**src/rtl/mbox_pkg.sv**
```systemverilog
// mbox_pkg: shared widths, sequencer state and request-op encodings for the mbox request path
package mbox_pkg;
  localparam int VMA_W = 23;
  localparam int WORD_W = 36;
  typedef enum logic [2:0] {IDLE, REQ, RWAIT, PAUSE, DONE} state_t;
  typedef enum logic [1:0] {OP_READ, OP_WRITE, OP_RPW} op_t;
endpackage

```
**src/rtl/mbox_req_seq.sv**
```systemverilog
// mbox_req_seq: EBOX-side one-at-a-time read/write/RPW sequencer driving mbox strobes (ebox* = EBOX side, mbox* = mbox side; all outputs registered)
module mbox_req_seq
  import mbox_pkg::*;
#(
  parameter int READ_LAT = 1,
  parameter int PAUSE_TMO = 64
) (
  input  logic              mboxClk,
  input  logic              mboxReset,
  input  logic              eboxReq,
  input  logic              eboxRead,
  input  logic              eboxWrite,
  input  logic              eboxPSE,
  input  logic [VMA_W-1:0]  eboxVMA,
  input  logic [WORD_W-1:0] eboxWriteData,
  output logic              eboxBusy,
  output logic              eboxPaused,
  output logic              eboxDone,
  output logic [WORD_W-1:0] eboxReadData,
  output logic              eboxPauseTmo,
  output logic              mboxReq,
  output logic              mboxRead,
  output logic              mboxWrite,
  output logic              mboxPSE,
  output logic [VMA_W-1:0]  mboxVMA,
  output logic [WORD_W-1:0] mboxDataWrite,
  input  logic [WORD_W-1:0] mboxDataRead
);
  state_t st, st_n;
  op_t op, op_n, new_op;
  logic [3:0] lat, lat_n;
  logic [7:0] pcnt, pcnt_n;
  logic [VMA_W-1:0] vma_n;
  logic [WORD_W-1:0] wd_n, rd_n;
  logic acc, pw, done_n, tmo_n;
  always_comb begin
    acc = eboxReq & ~eboxBusy & (eboxRead | eboxWrite);
    pw = (st == PAUSE) & eboxWrite;
    new_op = eboxRead ? ((eboxPSE | eboxWrite) ? OP_RPW : OP_READ) : OP_WRITE;
    st_n = st;
    op_n = op;
    vma_n = mboxVMA;
    wd_n = mboxDataWrite;
    rd_n = eboxReadData;
    done_n = 1'b0;
    tmo_n = 1'b0;
    if (acc) begin
      st_n = REQ;
      op_n = pw ? OP_WRITE : new_op;
      vma_n = pw ? mboxVMA : eboxVMA;
      wd_n = eboxWriteData;
    end else if (st == REQ) begin
      st_n = (op == OP_WRITE) ? DONE : RWAIT;
      done_n = (op == OP_WRITE);
    end else if (st == RWAIT && lat == 4'(READ_LAT - 1)) begin
      st_n = (op == OP_RPW) ? PAUSE : DONE;
      done_n = 1'b1;
      rd_n = mboxDataRead;
    end else if (st == PAUSE && pcnt == 8'(PAUSE_TMO - 1)) begin
      st_n = IDLE;
      tmo_n = 1'b1;
    end else if (st == DONE) begin
      st_n = IDLE;
    end
    lat_n = (st_n != st) ? 4'd0 : (lat == 4'hf) ? lat : lat + 4'd1;
    pcnt_n = (st_n != st) ? 8'd0 : (pcnt == 8'hff) ? pcnt : pcnt + 8'd1;
  end
  always_ff @(posedge mboxClk) begin
    if (mboxReset) begin
      st <= IDLE;
      op <= OP_READ;
      lat <= '0;
      pcnt <= '0;
      eboxBusy <= 1'b0;
      eboxPaused <= 1'b0;
      eboxDone <= 1'b0;
      eboxReadData <= '0;
      eboxPauseTmo <= 1'b0;
      mboxReq <= 1'b0;
      mboxRead <= 1'b0;
      mboxWrite <= 1'b0;
      mboxPSE <= 1'b0;
      mboxVMA <= '0;
      mboxDataWrite <= '0;
    end else begin
      st <= st_n;
      op <= op_n;
      lat <= lat_n;
      pcnt <= pcnt_n;
      eboxBusy <= (st_n == REQ) || (st_n == RWAIT);
      eboxPaused <= (st_n == PAUSE);
      eboxDone <= done_n;
      eboxReadData <= rd_n;
      eboxPauseTmo <= tmo_n;
      mboxReq <= (st_n == REQ);
      mboxRead <= (st_n == REQ) && (op_n != OP_WRITE);
      mboxWrite <= (st_n == REQ) && (op_n == OP_WRITE);
      mboxPSE <= (st_n == REQ) && (op_n == OP_RPW);
      mboxVMA <= vma_n;
      mboxDataWrite <= wd_n;
    end
  end
endmodule

```
**config.mk**
```make
export PLATFORM = sky130hd
export DESIGN_NAME = mbox_req_seq
export DESIGN_NICKNAME = d
export VERILOG_FILES = /design/src/rtl/mbox_pkg.sv /design/src/rtl/mbox_req_seq.sv
export SDC_FILE = /design/constraint.sdc
export NUM_CORES = 1
export LEC_CHECK = 0
export CAP_MARGIN = 20
export CORE_ASPECT_RATIO = 0.75
export CORE_UTILIZATION = 40
export DETAILED_ROUTE_END_ITERATION = 6
export PLACE_DENSITY = 0.78
export SYNTH_ARGS = -nofsm -noshare
export SYNTH_HDL_FRONTEND = slang
export SYNTH_SLANG_ARGS = --single-unit
```
**constraint.sdc**
```tcl
create_clock -name mboxClk -period 2.7 [get_ports mboxClk]
set_clock_uncertainty 0.15 [all_clocks]
set_input_delay 0.27 -clock mboxClk [delete_from_list [all_inputs] [get_ports mboxClk]]
set_output_delay 0.27 -clock mboxClk [all_outputs]
set_load 0.05 [all_outputs]
```
* Word level (Yosys, flattened, before mapping)
Cells that the tools add are included.
** Storage, ports and cells
- Register bits :: 120
- Input bits :: 101
- Output and inout bits :: 103
- Logic and storage cells :: 68
** Cells by class
- Add/subtract/negate cells :: 2
- Equal/unequal tests :: 16
- Muxes and demuxes :: 14
- Bitwise operators :: 9
- Reductions and logical operators :: 12
** Operator list (number)
- $mux W3 :: 7
- $eq A3 B2 Y1 const B :: 4
- $add A8 B1 Y8 const B :: 1
- $eq A8 B6 Y1 const B :: 1
- $eq A8 B8 Y1 const B :: 1
- $mux W2 :: 4
- $eq A3 B1 Y1 const B :: 2
- $logic_and A1 B1 Y1 :: 5
- $add A4 B1 Y4 const B :: 1
- $eq A2 B1 Y1 const B :: 2
- $eq A2 B2 Y1 const B :: 2
- $eq A4 B4 Y1 const B :: 1
- $logic_not A4 Y1 :: 1
- $not A1 Y1 :: 4
- $reduce_or A2 Y1 :: 2
- $reduce_or A4 Y1 :: 1
- $and A1 B1 Y1 :: 3
- $eq A3 B3 Y1 const B :: 1
- $mux W1 :: 3
- $ne A3 B3 Y1 :: 1
- $reduce_and A3 Y1 :: 1
- $ne A2 B1 Y1 const B :: 1
- $or A1 B1 Y1 :: 2
- $reduce_and A2 Y1 :: 1
- $logic_or A1 B1 Y1 :: 1

* Depth between registers and ports, before layout
Gate-level depths: netlist (run 1).
- Depth after elaboration :: 8
- Mapped depth :: 7

* Worst setup path after synthesis (run 1)
No wires, ideal clock.
- Path kind :: flip-flop to flip-flop
- From :: reg lat[0]
- To :: reg eboxReadData[2]
- Arrival :: 1.864 ns
- Setup slack :: 0.556 ns
- Stages on the path, launching flop included :: 8
- Buffers on the path :: 1
- Cells stage by stage :: dfxtp_1 -> inv_1 -> ha_1 -> nor4b_1 -> o2111ai_2 -> buf_2 -> nand2_1 -> a21oi_2
** Between the ends
- Cells in the longest elaborated chain, start to end :: 3
** Ends and longest elaborated chain
- start: declaration :: line mbox_req_seq.sv:31 : logic [3:0] lat, lat_n;
- start signal: assignment :: line mbox_req_seq.sv:88 : lat <= lat_n;
- $logic_not A4 Y1 :: line mbox_req_seq.sv:55 : end else if (st == RWAIT && lat == 4'(READ_LAT - 1)) begin
- $logic_and A1 B1 Y1 :: line mbox_req_seq.sv:55
- $reduce_and A3 Y1 (no line)
- end signal: assignment :: line mbox_req_seq.sv:93 : eboxReadData <= rd_n;
- end: declaration :: line mbox_req_seq.sv:19 : output logic [WORD_W-1:0] eboxReadData,
No other way between the ends.
A chain may end at the register's enable or synchronous reset.

* Worst setup path after layout (run 1)
- From :: reg lat[0]
- To :: reg eboxReadData[3]
The elaborated chain is that of the path after synthesis.

==> results of run 1 <==
## state kept, by name, indices dropped and copies added, names as in the netlist, 2 cells and up
register and flops:
pcnt 8, st 3, mboxVMA 23, lat 4
mboxDataWrite 36, op 2, eboxReadData 36
## placed cells by master, fill, tap and decap left out, types with 3 or more instances in the layout
cell and n:
buf_4 7, clkinvlp_4 5, nand2_1 194, clkdlybuf4s50_1 202
nor2b_1 3, ha_1 3, clkinv_2 4, o211ai_1 3
nand3_1 3, a31oi_1 3, o21ai_0 6, nor2_1 12
mux2i_1 3, nor3_1 13, a21oi_1 102, nand4_1 3
buf_12 3, nor3b_1 3, dfxtp_1 120, inv_1 4
nand3b_1 3, a2111oi_0 3, clkbuf_16 17, xor2_1 3
## cells by family (layout without fill, tap and decap cells)
| kind of cell | after synthesis | after routing | synth area share (%) |
|---|---|---|---|
| AND/OR/NAND/NOR | 250 | 250 | 23.6 |
| XOR/XNOR | 4 | 4 | 0.776 |
| AO/OA/AOI/OAI | 131 | 131 | 16.8 |
| multiplexers | 3 | 3 | 0.665 |
| flip-flops | 120 | 120 | 53.2 |
| buffers and inverters | 40 | 247 | 4.13 |
| adder cells (fa/ha/maj) | 3 | 3 | 0.832 |
## through the flow
stage	setup slack [ns]	hold WS, ns	cell area, sq um
2_1_floorplan	0.556	0.197	4510
5_1_grt	0.285	0.196	7240
4_1_cts	0.531	0.172	7240
3_5_place_dp	0.278	0.296	6660
6_report	0.532	0.163	7240
3_3_place_gp	0.390	0.291	6660
## power by group through the flow
stage	logic [mW]	registers (mW)	clock network, mW
4_1_cts	0.894	1.92	2.23
3_3_place_gp	0.874	1.95	0
5_1_grt	0.947	1.93	2.31
2_1_floorplan	0.261	2.20	0
6_report	0.891	1.92	2.19
3_5_place_dp	0.887	1.96	0
## critical path, cell delays in order, from the launching register on
cell and delay [ns]:
dfxtp_1 0.35, inv_1 0.08, ha_1 0.15, or4b_4 0.49
a2111oi_4 0.40, buf_12 0.24, nand2_1 0.09, a21oi_1 0.13
## layout make-up
type | instances | area [sq um]
flip-flops and latches | 120 | 2400
multi-input cells | 391 | 1930
clock buffers | 19 | 453
repair buffers | 212 | 2130
clock inverters | 12 | 126
inverters | 4 | 15.0
fillers | 850 | 3700
well taps | 140 | 175
## path summary, 6_finish.rpt
check	startpoint	endpoint	cells past startpoint
hold reg to reg	eboxReadData[35]$_SDFFE_PP0P_	eboxReadData[35]$_SDFFE_PP0P_	2
hold / removal	mboxReset	st[0]$_SDFF_PP0_	2
setup / recovery	lat[0]$_SDFFE_PP0P_	eboxReadData[3]$_SDFFE_PP0P_	7
setup reg to reg	lat[0]$_SDFFE_PP0P_	eboxReadData[3]$_SDFFE_PP0P_	7
## routing by layer
| layer | part of all wire (%) | wire (um) | vias up | track usage [%] |
|---|---|---|---|---|
| met4 | 1.1 | 148 | 0 | 9.14 |
| met2 | 48 | 6330 | 173 | 36.6 |
| li1 | - | - | 2242 | - |
| met1 | 42 | 5580 | 2086 | 26.0 |
| met5 | 0 | 0 | - | 0 |
| met3 | 8.4 | 1110 | 12 | 7.97 |
==> results.json, run 1 <==
{
  "h-tree-depth": 4,
  "vdd_drop_max_mv": 0.489,
  "path_max_fanout": 36,
  "reg2reg_slack_ns": 0.53,
  "p_total_mw": 5.01,
  "core_sq_um": 10900,
  "relSlewSlack_pct": 48.2,
  "ys_top_cells_by_area": "dfxtp_1 53%, nand2_1 16%, a21oi_1 11%, clkbuf_1 2.2%, nor3_1 1.6%",
  "critical_path_class": "flip-flop to flip-flop",
  "synth_common_cells": "194 x nand2_1, 120 x dfxtp_1, 102 x a21oi_1",
  "final_util_pct": 66.2,
  "start_util_pct": 41.2,
  "cts_tree": "yes",
  "n_antenna_cell": 0,
  "ys.flop_type": "dfxtp_1",
  "grt.total_usage_pct": 22.1,
  "root_buffer": "clkbuf_16",
  "synthesis.nets": 655,
  "p_clk_share_pct": 43.8,
  "comb_power_share_pct": 17.8,
  "grt_setup_unrepaired": "false",
  "finalCritPeriodShare_pct": 80.3,
  "p_int_mw": 3.62,
  "antenna_found_initial": 0,
  "power.density_nw_per_um2": 692,
  "die_h_um": 94.0,
  "cts_buffer_depth": 2,
  "grt_pass1_wl_um": 20600,
  "finalMaxSlewViolations": 0,
  "io_pins": 204,
  "drtAntennaViolNets": 0,
  "synthToLayoutAreaGrowth_pct": 60.4,
  "ys_seq_area_share_pct": 53.2,
  "required_ns": 2.88,
  "leakage_nw": 2.57,
  "ys_seq_elements": 120,
  "vias": 4513,
  "hold_class": "primary input to flip-flop",
  "wl_um": 13200,
  "viasPerCell": 5.03,
  "die-area_sq_um": 11700,
  "dp_cells": 867,
  "synth.avg_cell_area_sq_um": 8.19,
  "cts_buffers": 17,
  "synth_most_common_cell": "nand2_1",
  "io_buffers": 203,
  "synth_top_area_share_pct": 53.2,
  "setup_viol": 0,
  "maxCapViolCount": 0,
  "synth_warnings": 0,
  "clock_latency_ns": 0.40,
  "drc": 0,
  "overflow": 0,
  "fmax_mhz": 461,
  "clkSlewWorstSetupHoldPaths_ns": 0.05,
  "fin_setup_tns_ns": 0,
  "drive_above_1_share_pct": 6.86,
  "dp_hpwl_um": 9110,
  "first_global_vias": 4290,
  "nNetsFinal": 850,
  "cts_hold_buf": 0,
  "status": "finished, final reports clean",
  "worstSetupEndpointType": "flip-flop",
  "start_kind": "flip-flop",
  "power_frac_seq_pct": 38.4,
  "stdcell_count": 898,
  "syn-cell-area_sq_um": 4510,
  "wl_per_cell_um": 14.7,
  "switching_share_pct": 27.7,
  "switching_power_mw": 1.39,
  "synth.distinct_cells": 46,
  "synth.largest_area_cell": "dfxtp_1",
  "rows": 33,
  "period_minus_slack_ns": 2.17,
  "drt_iter0_drc": 219,
  "place_congestion": 0.777,
  "synth_cells": 551,
  "async_flop_share_pct": 0,
  "synth_edf_count": 0,
  "firstDrtPassIters": 4,
  "tightest_slew_ns": 0.777,
  "cts_resized": 0,
  "die_x_um": 125,
  "arrival_ns": 2.34,
  "grt_max_degree": 59,
  "hold_viol": 0,
  "cts_num_sinks": 120,
  "postCtsSetupBuffers": 0
}
Note: power is estimated with default switching activity, not from simulation.
==> run 2: changes to the inputs <==
==> constraint.sdc (replaced) <==
create_clock -name mboxClk -period 2.1 [get_ports mboxClk]
set_clock_uncertainty 0.15 [all_clocks]
set_input_delay 0.21 -clock mboxClk [delete_from_list [all_inputs] [get_ports mboxClk]]
set_output_delay 0.21 -clock mboxClk [all_outputs]
set_load 0.05 [all_outputs]
==> results.json, run 2 (same netlist as run 1, synthesis figures left out) <==
{
  "grt_pass1_wl_um": 21700,
  "finalMaxSlewViolations": 0,
  "wl_per_cell_um": 15.4,
  "critPathCapture": "pcnt[1]$_SDFFE_PP0P_",
  "vias": 4695,
  "crit_start": "pcnt[1]$_SDFFE_PP0P_",
  "layout_common_cells": "202 x clkdlybuf4s50_1, 194 x nand2_1, 115 x dfxtp_1",
  "path_cells": "ha_2 > and4_4 > nand4_1 > nand4b_1 > buf_4 > buf_4 > nor3_2",
  "die-area_sq_um": 11700,
  "final_common_cell": "clkdlybuf4s50_1",
  "antenna_found_initial": 0,
  "tightest_slew_ns": 0.574,
  "hold_class": "primary input to flip-flop",
  "io_pins": 204,
  "core_sq_um": 10900,
  "dp_cells": 881,
  "largestRegisters": "eboxReadData x36, mboxDataWrite x36, mboxVMA x23",
  "drtAntennaViolNets": 0,
  "hp-start": "eboxWriteData[29]",
  "cts_buffers": 17,
  "wl_um": 14100,
  "n_antenna_cell": 0,
  "r2r-start": "pcnt[1]$_SDFFE_PP0P_",
  "final_util_pct": 69.1,
  "setup_viol": 0,
  "viasPerCell": 5.10,
  "cts_tree": "yes",
  "drive_above_1_share_pct": 12.7,
  "h-tree-depth": 4,
  "vdd_drop_max_mv": 0.814,
  "r2r_cells": 7,
  "critPathTopFamily": "simple AND/OR/NAND/NOR gates",
  "cpMaxStageDelayCell": "dfxtp_2",
  "place_congestion": 0.848,
  "crit_path_frequent_cell": "buf_4",
  "leakage_nw": 2.73,
  "grt.total_usage_pct": 23.6,
  "stdcell_count": 920,
  "grt.met3_usage_pct": 8.66,
  "drt_iter0_drc": 296,
  "nNetsFinal": 871,
  "hold_viol": 0,
  "fin_setup_tns_ns": 0,
  "status": "finished, final reports clean",
  "worstSetupEndpointType": "flip-flop",
  "overflow": 0,
  "die_h_um": 94.0,
  "cp.depth": 7,
  "cts_num_sinks": 120,
  "start_util_pct": 41.2,
  "use_met2_pct": 39.9,
  "finalCritPeriodShare_pct": 99.5,
  "clkSlewWorstSetupHoldPaths_ns": 0.06,
  "start_kind": "flip-flop",
  "r2r_end": "pcnt[1]$_SDFFE_PP0P_",
  "grt_setup_unrepaired": "true",
  "grt_max_degree": 85,
  "maxCapViolCount": 0,
  "cp_num_buf_inv": 2,
  "fmax_mhz": 479,
  "drc": 0,
  "rows": 33,
  "arrival_ns": 2.26,
  "firstDrtPassIters": 5,
  "dp_hpwl_um": 9610,
  "first_global_vias": 4466,
  "path_max_fanout": 7,
  "die_x_um": 125,
  "required_ns": 2.27,
  "power.density_nw_per_um2": 867,
  "period_minus_slack_ns": 2.09,
  "synthToLayoutAreaGrowth_pct": 67.5,
  "io_buffers": 203,
  "busiest_layer": "met2",
  "critical_path_class": "flip-flop to flip-flop",
  "root_buffer": "clkbuf_16",
  "slowest_delay_ns": 0.34,
  "reg2reg_slack_ns": 0.01,
  "cts_buffer_depth": 2,
  "relSlewSlack_pct": 61.6,
  "clock_latency_ns": 0.41,
  "grt.met1_usage_pct": 27.0
}
-- run 2: report_power, final --
part	total [mW]	switching (mW)	internal [mW]
logic	1.26	0.731	0.528
registers	2.47	0.0749	2.40
clock network	2.82	1.03	1.79
total	6.55	1.84	4.72
-- run 2: layout make-up --
| type | count | area [sq um] |
|---|---|---|
| repair buffers | 233 | 2330 |
| multi-input cells | 391 | 2050 |
| clock buffers | 19 | 453 |
| fillers | 801 | 3380 |
| inverters | 4 | 15.0 |
| flip-flops and latches | 120 | 2410 |
| clock inverters | 13 | 128 |
| well taps | 140 | 175 |
-- run 2: worst reg2reg max path, delay by kind of cell, from the launching register on --
kind / cells / cell delay [ns]
adder cells (fa/ha/maj): 1 / 0.21
AND/OR/NAND/NOR: 4 / 0.89
flip-flops: 1 / 0.34
buffers and inverters: 2 / 0.42
-- run 2: stage by stage --
stage	hold slack [ns]	total power [mW]	setup WS [ns]	instance area, sq um
final	0.193	6.55	0.0110	7560
after global routing	0.194	6.77	-0.0468	7560
after detailed placement	0.296	3.71	-0.160	6810
after global placement	0.291	3.68	-0.0270	6810
after CTS	0.181	6.53	0.0204	7420
after floorplan	0.137	3.17	0.0789	4520
-- run 2: worst min path at each step --
stage,endpoint,slack [ns],depth (start not counted)
floorplan,op[1]$_SDFF_PP0_,0.14,1
global placement,eboxReadData[29]$_SDFFE_PP0P_,0.29,2
detailed placement,eboxReadData[32]$_SDFFE_PP0P_,0.30,2
CTS,mboxDataWrite[29]$_SDFFE_PP0P_,0.18,3
global route,eboxReadData[0]$_SDFFE_PP0P_,0.19,3
finish,mboxDataWrite[29]$_SDFFE_PP0P_,0.19,3
-- run 2: per-layer routing --
metal / vias up / share of wire (%) / wire, um
met5: - / 0 / 0
met4: 0 / 1.6 / 224
met1: 2187 / 42 / 5890
li1: 2277 / - / -
met2: 207 / 49 / 6870
met3: 24 / 8.1 / 1140
-- run 2: what timing repair did --
action	CTS	global route
hold buffers	1	0
pin swaps	1	8
hold endpoints to repair	9	0
setup buffers	2	4
endpoints found under the setup margin	2	18
resized for setup	2	28
==> run 3: changes to the inputs <==
--- a/config.mk
+++ b/config.mk
@@ -9,7 +9,9 @@
 export CORE_ASPECT_RATIO = 0.75
 export CORE_UTILIZATION = 40
 export DETAILED_ROUTE_END_ITERATION = 6
-export PLACE_DENSITY = 0.78
+export DONT_BUFFER_PORTS = 1
+export PLACE_DENSITY = 0.53
+export SETUP_SLACK_MARGIN = 0.5
 export SYNTH_ARGS = -nofsm -noshare
 export SYNTH_HDL_FRONTEND = slang
 export SYNTH_SLANG_ARGS = --single-unit
==> results.json, run 3 (same netlist as run 1, synthesis figures left out) <==
{
  "hold_class": "primary input to flip-flop",
  "fin_ws_ns": 0.118,
  "r2r_end": "mboxWrite$_SDFF_PP0_",
  "cts_buffers": 17,
  "path_max_fanout": 5,
  "setup_viol": 0,
  "antenna_found_initial": 0,
  "status": "finished, violations left",
  "n_antenna_cell": 0,
  "critical_path_class": "flip-flop to flip-flop",
  "io_buffers": 0,
  "start_util_pct": 41.2,
  "drtAntennaViolNets": 0,
  "cp_num_buf_inv": 1,
  "worstSetupEndpointType": "flip-flop",
  "wl_um": 13000,
  "relSlewSlack_pct": 58.7,
  "path_cells": "inv_4 > ha_4 > or4b_4 > a221o_2 > o21bai_4 > nor3b_2",
  "die-area_sq_um": 11700,
  "io_pins": 204,
  "clock_latency_ns": 0.40,
  "whs_endpoint": "st[2]$_SDFF_PP0_",
  "reg2reg_slack_ns": 0.12,
  "power.density_nw_per_um2": 1030,
  "hold_slack_ns": -0.282,
  "cts_buffer_depth": 2,
  "drc": 0,
  "cts_tree": "yes",
  "cpMaxStageDelayCell": "or4b_4",
  "start_kind": "flip-flop",
  "clkSlewWorstSetupHoldPaths_ns": 0.05,
  "drt_iter0_drc": 231,
  "pre_cts_ws_ns": 0.131,
  "viasPerCell": 5.45,
  "grt.total_usage_pct": 19.9,
  "maxCapViolCount": 0,
  "finalCritPeriodShare_pct": 94.4,
  "finalMaxSlewViolations": 0,
  "violations": "hold timing",
  "die_h_um": 94.0,
  "slowest_delay_ns": 0.48,
  "overflow": 0,
  "r2r-start": "lat[0]$_SDFFE_PP0P_",
  "critPathTopFamily": "compound AO/OA/AOI/OAI gates",
  "dp_hpwl_um": 7360,
  "grt_setup_unrepaired": "true",
  "grt_max_degree": 105,
  "multiInputGateArea_sq_um": 2500,
  "firstDrtPassIters": 4,
  "largestRegisters": "eboxReadData x36, mboxDataWrite x36, mboxVMA x23",
  "grt_pass1_wl_um": 18400,
  "fin_setup_tns_ns": 0,
  "arrival_ns": 2.11,
  "drive_above_1_share_pct": 31.4,
  "cts_num_sinks": 120,
  "stdcell_count": 729,
  "final_common_cell": "nand2_1",
  "r2r_cells": 6,
  "tightest_slew_ns": 0.618,
  "synthToLayoutAreaGrowth_pct": 38.0,
  "first_global_vias": 3559,
  "layout_common_cells": "169 x nand2_1, 111 x dfxtp_1, 71 x a21oi_1",
  "crit_start": "lat[0]$_SDFFE_PP0P_",
  "seq_area_sq_um": 2430,
  "die_x_um": 125,
  "wl_per_cell_um": 17.8,
  "vias": 3973,
  "rows": 33,
  "place_congestion": 0.776,
  "hold_viol": 108,
  "n_fill_cell": 970,
  "required_ns": 2.23,
  "core_sq_um": 10900,
  "dp_cells": 669,
  "min_path_cells": 1,
  "leakage_nw": 2.25,
  "h-tree-depth": 4,
  "period_minus_slack_ns": 1.98,
  "vdd_drop_max_mv": 0.715,
  "fmax_mhz": 505,
  "root_buffer": "clkbuf_16",
  "hp-start": "mboxReset",
  "nNetsFinal": 680
}
run 3: cell count changes in the layout (fill, tap and decap cells not counted), sizes merged:
cell and change:
clkinv -4, clkdlybuf4s50 -202, dlygate4sd3 -1, inv +2, clkbuf +4, buf +10
run 3: worst max-delay path by stage:
stage	depth (start not counted)	slack, ns	end
3_3_place_gp	6	0.14	mboxPSE$_SDFF_PP0_
4_1_cts	7	0.15	eboxReadData[24]$_SDFFE_PP0P_
3_5_place_dp	6	0.13	mboxWrite$_SDFF_PP0_
5_1_grt	6	0.07	mboxWrite$_SDFF_PP0_
2_1_floorplan	7	0.12	eboxReadData[10]$_SDFFE_PP0P_
6_report	6	0.12	mboxWrite$_SDFF_PP0_
run 3: report_power, final:
part           total, mW  switching (mW)  leakage [nW]  internal, mW
clock network       2.88            1.04         0.290          1.84
logic              0.695           0.382         0.973         0.313
registers           2.82           0.427         0.983          2.40
run 3: what timing repair did:
item / 4_1_cts / 5_1_grt
gates cloned: 4 / 3
endpoints found under the hold margin: 108 / 108
pin swaps: 33 / 30
setup buffers: 18 / 3
endpoints found under the setup margin: 108 / 110
gates resized for setup: 81 / 62
run 3: final cells by class:
| type | instances | share of cell area [%] |
|---|---|---|
| inverter | 4 | 0.281 |
| clock inverter | 11 | 1.91 |
| timing repair buffer | 42 | 8.26 |
| tap | 140 | 2.81 |
| clock buffer | 21 | 7.56 |
| multi-input combinational | 391 | 40.2 |
| sequential | 120 | 39.0 |
run 3: metal layers:
metal  global-route usage (%)  vias up  wire length (um)
met3                     7.18        9               968
met1                     25.6     1894              5730
li1                         -     1911                 -
met4                     6.63        0                75
met5                        0        -                 0
met2                     31.1      159              6190
run 3: through the flow:
| stage | utilization, % | instance area, sq um | hold slack [ns] | power [mW] |
|---|---|---|---|---|
| global route | 56.9 | 6230 | -0.297 | 6.63 |
| CTS | 53.7 | 5870 | -0.295 | 6.37 |
| detailed placement | 43.5 | 4760 | 0.139 | 3.30 |
| finish | 56.9 | 6230 | -0.282 | 6.40 |
| floorplan | - | 4670 | 0.137 | 3.22 |
| global placement | 43.5 | 4760 | 0.137 | 3.28 |
run 3: worst register-to-register path, stage by stage (launching register included):
cell	delay, ns
dfxtp_4	0.34
inv_4	0.05
ha_4	0.12
or4b_4	0.48
a221o_2	0.40
o21bai_4	0.25
nor3b_2	0.08
